===== config.mk =====
export PLATFORM = sky130hd
export DESIGN_NAME = perf_counter_bank
export DESIGN_NICKNAME = d
export VERILOG_FILES = /design/src/rtl/perf_counter_bank.sv
export SDC_FILE = /design/constraint.sdc
export NUM_CORES = 1
export LEC_CHECK = 0
export ABC_AREA = 1
export ABC_CLOCK_PERIOD_IN_PS = 2600
export CAP_MARGIN = 20
export CORE_ASPECT_RATIO = 0.9
export CORE_UTILIZATION = 23
export CTS_BUF_LIST = sky130_fd_sc_hd__clkbuf_8 sky130_fd_sc_hd__clkbuf_16
export DETAILED_ROUTE_END_ITERATION = 10
export SLEW_MARGIN = 10
export SYNTH_ARGS = -nofsm -noshare
export SYNTH_HDL_FRONTEND = slang
export SYNTH_SLANG_ARGS = --single-unit
export TNS_END_PERCENT = 20

===== constraint.sdc =====
create_clock -name clk -period 2.6 [get_ports clk]
set_input_delay 0.52 -clock clk [delete_from_list [all_inputs] [get_ports clk]]
set_output_delay 0.52 -clock clk [all_outputs]
set_load 0.05 [all_outputs]

===== src/rtl/perf_counter_bank.sv =====
// Eight saturating performance counters (cache accesses/outstanding cycles, branch stats)
// exposed through a small MMIO window with registered read data and write-to-clear.
module perf_counter_bank #(
  parameter int unsigned CNT_W     = 32,
  parameter int unsigned WIN_BYTES = 32
) (
  input  logic             clk,
  input  logic             rst_n,
  input  logic             i_read,
  input  logic             i_resp,
  input  logic             d_req,
  input  logic             d_resp,
  input  logic             l2_req,
  input  logic             l2_resp,
  input  logic             br_valid,
  input  logic             br_mispredict,
  input  logic [31:0]      mmio_addr,
  input  logic             mmio_read,
  input  logic             mmio_write,
  output logic [CNT_W-1:0] mmio_rdata,
  output logic             mmio_resp
);

  localparam int unsigned N_CNT = 8;
  localparam int unsigned IDX_W = 3;
  localparam logic [CNT_W-1:0] CNT_MAX = '1;

  localparam int unsigned I_ACCESS  = 0;
  localparam int unsigned D_ACCESS  = 1;
  localparam int unsigned L2_ACCESS = 2;
  localparam int unsigned I_CYCLES  = 3;
  localparam int unsigned D_CYCLES  = 4;
  localparam int unsigned L2_CYCLES = 5;
  localparam int unsigned PREDICTS  = 6;
  localparam int unsigned MISPREDS  = 7;

  typedef enum logic {
    IDLE = 1'b0,
    BUSY = 1'b1
  } port_state_t;

  port_state_t i_state, d_state, l2_state;

  logic [N_CNT-1:0] inc;
  logic [CNT_W-1:0] cnt [N_CNT];
  logic [IDX_W-1:0] sel;
  logic             win_hit;
  logic             rd_acc;
  logic             wr_acc;

  // A request seen in IDLE opens an access; resp closes it (possibly in the same cycle).
  function automatic port_state_t port_next(input port_state_t st, input logic req,
                                            input logic resp);
    port_state_t nxt;
    nxt = st;
    case (st)
      IDLE: if (req && !resp) nxt = BUSY;
      BUSY: if (resp) nxt = IDLE;
      default: nxt = IDLE;
    endcase
    return nxt;
  endfunction

  always_ff @(posedge clk) begin
    if (!rst_n) begin
      i_state  <= IDLE;
      d_state  <= IDLE;
      l2_state <= IDLE;
    end else begin
      i_state  <= port_next(i_state, i_read, i_resp);
      d_state  <= port_next(d_state, d_req, d_resp);
      l2_state <= port_next(l2_state, l2_req, l2_resp);
    end
  end

  // Cycles count for every cycle of an access, so BUSY or a fresh request both qualify.
  always_comb begin
    inc            = '0;
    inc[I_ACCESS]  = (i_state == IDLE) && i_read;
    inc[D_ACCESS]  = (d_state == IDLE) && d_req;
    inc[L2_ACCESS] = (l2_state == IDLE) && l2_req;
    inc[I_CYCLES]  = (i_state == BUSY) || i_read;
    inc[D_CYCLES]  = (d_state == BUSY) || d_req;
    inc[L2_CYCLES] = (l2_state == BUSY) || l2_req;
    inc[PREDICTS]  = br_valid;
    inc[MISPREDS]  = br_valid && br_mispredict;
  end

  always_comb begin
    sel     = mmio_addr[4:2];
    win_hit = mmio_addr < 32'(WIN_BYTES);
    rd_acc  = mmio_read && win_hit;
    wr_acc  = mmio_write && win_hit;
  end

  // Clear has priority over a same-cycle increment.
  always_ff @(posedge clk) begin
    if (!rst_n) begin
      for (int i = 0; i < N_CNT; i++) cnt[i] <= '0;
    end else begin
      for (int i = 0; i < N_CNT; i++) begin
        if (wr_acc && (sel == IDX_W'(i))) begin
          cnt[i] <= '0;
        end else if (inc[i] && (cnt[i] != CNT_MAX)) begin
          cnt[i] <= cnt[i] + CNT_W'(1);
        end
      end
    end
  end

  always_ff @(posedge clk) begin
    if (!rst_n) begin
      mmio_rdata <= '0;
      mmio_resp  <= 1'b0;
    end else begin
      mmio_resp <= rd_acc || wr_acc;
      if (rd_acc) mmio_rdata <= cnt[sel];
    end
  end

endmodule


**Word-level counts from Yosys, hierarchy flattened**

Memory sizes are Yosys's and may differ from the RTL's. A register that Yosys moved wholly into a read port is not among the register bits.
Index checks and enable logic that the tools add are counted.
Widths: inputs -> output; s select.

- Word-level logic and storage cells: 164
- Bits in writable memories: 256
- Bits in latches: 0
- Memories kept: 1
- Memory bits (read-only): 0
- Output and inout port bits: 33
- Register bits after elaboration: 4

- Bitwise gates (word level): 19
- Shift operators: 0
- $lt $le $gt $ge: 1
- Div/mod/pow operators: 0
- Muxes and demuxes: 82
- Add/subtract/negate cells: 8
- Equal/unequal tests: 15
- Multiply operators: 0
- Reduce and logical (&&, ||, !) cells: 34

Memories:

| memory | depth | bits a word | read ports | clocked after memory_dff | wr ports | RTL line | text |
|---|---|---|---|---|---|---|---|
| cnt | 8 | 32 | 9 | 1 | 8 | 45 | `logic [CNT_W-1:0] cnt [N_CNT];` |

Operators with widths:

| cell | count |
|---|---|
| $mux 32 | 16 |
| $add 32x1->32 const B | 8 |
| $ne 32x32->1 const B | 8 |
| $mux 1 | 63 |
| $lt 32x6->1 const B | 1 |
| $logic_and 1x1->1 | 25 |
| $or 1x1->1 | 16 |
| $eq 3x3->1 const B | 4 |
| $eq 3x2->1 const B | 2 |
| $pmux 1 s2 | 3 |
| $logic_not 1->1 | 4 |
| $logic_or 1x1->1 | 4 |
| $eq 3x1->1 const B | 1 |
| $logic_not 3->1 | 1 |
| $not 1->1 | 3 |

**Longest topological paths before layout**

- Depth after elaboration: 8
- Mapped depth: 10

**Worst setup path after synthesis**

OpenSTA, ideal clock, no wires.

- Path kind: register -> register
- From: memory cnt[7][0]
- To: memory cnt[7][0], enable pin
- Arrival: 1.986 ns
- Cell stages (with the launch flop): 8
- Setup slack: 0.054 ns
- Setup time: 0.560 ns
- Period minus slack after synthesis: 2.546 ns
- Path buffers: 0
- Cells stage by stage: edfxtp_1 ha_1 inv_1 nor2_4 nand2_2 nor2_2 a21oi_1 nand3b_1

RTL lines:

| what | RTL line |
|---|---|
| start, declared | 45 |

**Worst setup path after layout**

- From: register mmio_rdata[5] (read register of cnt)
- To: output mmio_rdata[5]

RTL lines:

| what | RTL line | text |
|---|---|---|
| start, declared | 20 | `output logic [CNT_W-1:0] mmio_rdata,` |

No word-level cell between the ends.

==> results.yml <==
outcome:
  status: "finished, final reports clean"
critical_path:
  reg2reg_slack_ns: 0.36
  r2r_end: "cnt[6][26]"
  cp-start-kind: "flip-flop"
  crit_arrival_ns: 1.90
  crit_chain: "clkdlybuf4s50_1"
  slowest_delay_ns: 0.87
  worstPathMaxFanout: 2
  worst-setup-path-type: "reg -> out"
  r2r-start: "cnt[6][0]"
  slowest_stage: "clkdlybuf4s50_1"
  setup.worst_path.end_class: "output pin"
  cp_num_buf_inv: 1
  worstPathRequired_ns: 2.08
  critical_path.top_delay_family: "buffers and inverters"
  rr_worst_depth: 8
synthesis:
  netlist_area_um2: 19800
  ys.warnings.count: 0
  synth.ff_latch_count: 292
  syn_avg_cell_area_um2: 7.03
  postSynth.asyncResetShare_pct: 0
  synth_cell_type_count: 33
  synth-edff-count: 256
  synth_fp_nets: 2875
  ys_seq_area_share_pct: 42.4
  ys.flop_type: "edfxtp_1"
  synth_cells: 2823
placed_design:
  preCtsSetupSlack_ns: 0.0739
  portBuffers: 74
  gp_congestion: 0.958
  post_dp_cell_area_um2: 22400
  dpl.hpwl_mm: 50.8
global_route:
  use_met2_pct: 22.0
  grt_pass1_vias: 16447
  antenna_found_initial: 0
  grt_use_met3_pct: 2.38
  grt_pass1_wl_mm: 98.3
  grt_usage_pct: 14.5
  grt_max_degree: 50
  met1_usage_pct: 21.3
  gr-total-overflow: 0
  busiest_layer: "met2"
drt:
  drt_iter0_markers: 2024
  wire_per_inst_um: 15.8
  drt-pass1-iter-count: 5
  postRouteWirelength_mm: 64.6
  route.detailed.drc: 0
  num_vias: 18022
  vias_per_cell: 4.40
  ant_nets: 0
power_and_ir_drop:
  internal-power_uw: 8830
  power_density_nw_per_um2: 518
  leakage_uw: 0.00849
  power.switching_uw: 3370
  swShare_pct: 27.6
  pwr-share-clk_pct: 41.2
  ir_drop_uv: 500
  seqPwrFrac_pct: 48.3
  combPwrFrac_pct: 10.5
clock_network:
  cts_buffers: 38
  cts_resized: 0
  h-tree-depth: 2
  hold_buffers: 0
  cts_root_buf: "clkbuf_16"
  clock_path_buffers: 3
  insertion_delay_ns: 0.56
  post-cts-setup-buffers: 0
  cts_tree: "built"
  clk_pin_slew_ns: 0.06
  cts.sinks: 292
timing:
  fin_hold_ws_ns: 0.459
  grt_setup_unrepaired: "no"
  max_freq_ghz: 0.413
  tightest_slew_ns: 0.775
  max_slew_margin_pct: 47.8
  clock_skew_ns: 0.0294
  finalSetupViolations: 0
  slew_violations: 0
  fin_crit_sh_pct: 93.2
  report.final.hold_viol_count: 0
  tns_ns: 0
  worst_slack_ns: 0.177
  post-route-min-period_ns: 2.42
die:
  die_h_um: 281
  fp.coreArea_um2: 84900
  dieArea_um2: 87500
  initial_core_util_pct: 23.4
  chipWidth_um: 312
  num_rows: 101
  num_io_pins: 77
layout:
  final_cell_mix: "1071 x nand2_1, 700 x nor2_1, 256 x edfxtp_1, 230 x inv_1, 89 x xor2_1"
  nNetsFinal: 2985
  drive_gt1_share_pct: 6.82
  final_common_cell: "nand2_1"
  diodes: 0
  final_core_util_pct: 27.7
  area_growth_pct: 18.6
  postLayoutCellArea_um2: 23500
worst_hold_path:
  min_path_type: "in -> reg"
  hold_start: "rst_n"
  whs_path_depth: 4
  holdPathEnd: "mmio_rdata[11]"
run:
  maxCapViolCount: 0
==> cells by family (layout without fill, tap and decap cells) <==
| family | Yosys count | count (layout) | synth area share, % |
|---|---|---|---|
| buffers and inverters | 295 | 433 | 6.42 |
| xor gates and xnor gates | 164 | 164 | 7.24 |
| adders and majority gates | 8 | 8 | 0.504 |
| DFF | 292 | 292 | 42.4 |
| AOI/OAI and AO/OA | 14 | 14 | 0.504 |
| and+or+nand+nor | 2050 | 2050 | 43.0 |
==> how the worst max path moves through the flow <==
stage | from | endpoint | slack, ns | cells past startpoint
finish | mmio_rdata[5] | mmio_rdata[5] | 0.18 | 1
global route | mmio_rdata[5] | mmio_rdata[5] | 0.13 | 1
CTS | mmio_rdata[5] | mmio_rdata[5] | 0.15 | 1
detailed placement | mmio_addr[2] | cnt[1][11] | 0.07 | 8
global placement | mmio_addr[15] | cnt[0][6] | 0.07 | 10
floorplan | cnt[7][0] | cnt[7][0] | 0.05 | 7
==> Yosys cell counts, drive strengths merged (4+ instances only) <==
library cell | n | area [um2]
nor2 | 744 | 2950
a21oi | 4 | 23.8
xor2 | 89 | 780
edfxtp | 256 | 7690
a21boi | 4 | 30.0
inv | 224 | 841
nand3b | 66 | 495
nand3 | 59 | 370
nor3 | 11 | 60.1
clkbuf | 17 | 63.8
xnor2 | 75 | 657
nand4 | 82 | 513
dfxtp | 36 | 721
buf | 53 | 367
ha | 8 | 100
nand2 | 1083 | 4110
o21bai | 5 | 41.3
==> flip-flops by register name (all words and copies together) (netlist names) <==
register    count
l2_state        1
i_state         1
mmio_rdata     32
cnt           256
mmio_resp       1
d_state         1
==> metal layers <==
layer	wire, um	vias to the layer above
met4	1480	0
met2	27200	628
met1	30700	8231
met3	5260	77
li1	-	9086
met5	0	-
==> stage by stage <==
| stage | power [uW] | instances |
|---|---|---|
| after CTS | 12300 | 4094 |
| after global placement | 7230 | 4026 |
| after global routing | 12600 | 4094 |
| after detailed placement | 7240 | 4026 |
| final | 12200 | 4094 |
| after floorplan | 6580 | 2823 |
==> power groups by stage <==
stage	Clock (uW)	Combinational, uW	Sequential [uW]
2_1_floorplan	0	803	5780
3_3_place_gp	0	1260	5970
3_5_place_dp	0	1270	5970
4_1_cts	5160	1270	5870
5_1_grt	5320	1410	5920
6_report	5030	1280	5890
==> area by class of cell <==
| cell class | instances | area [um2] |
|---|---|---|
| Inverter | 225 | 845 |
| Fill cell | 9372 | 61400 |
| Multi-Input combinational cell | 2236 | 10200 |
| Clock buffer | 42 | 1020 |
| Sequential cell | 292 | 8410 |
| Tap cell | 1133 | 1420 |
| Clock inverter | 26 | 155 |
| Timing Repair Buffer | 140 | 1510 |
(Power assumes the default switching activity.)
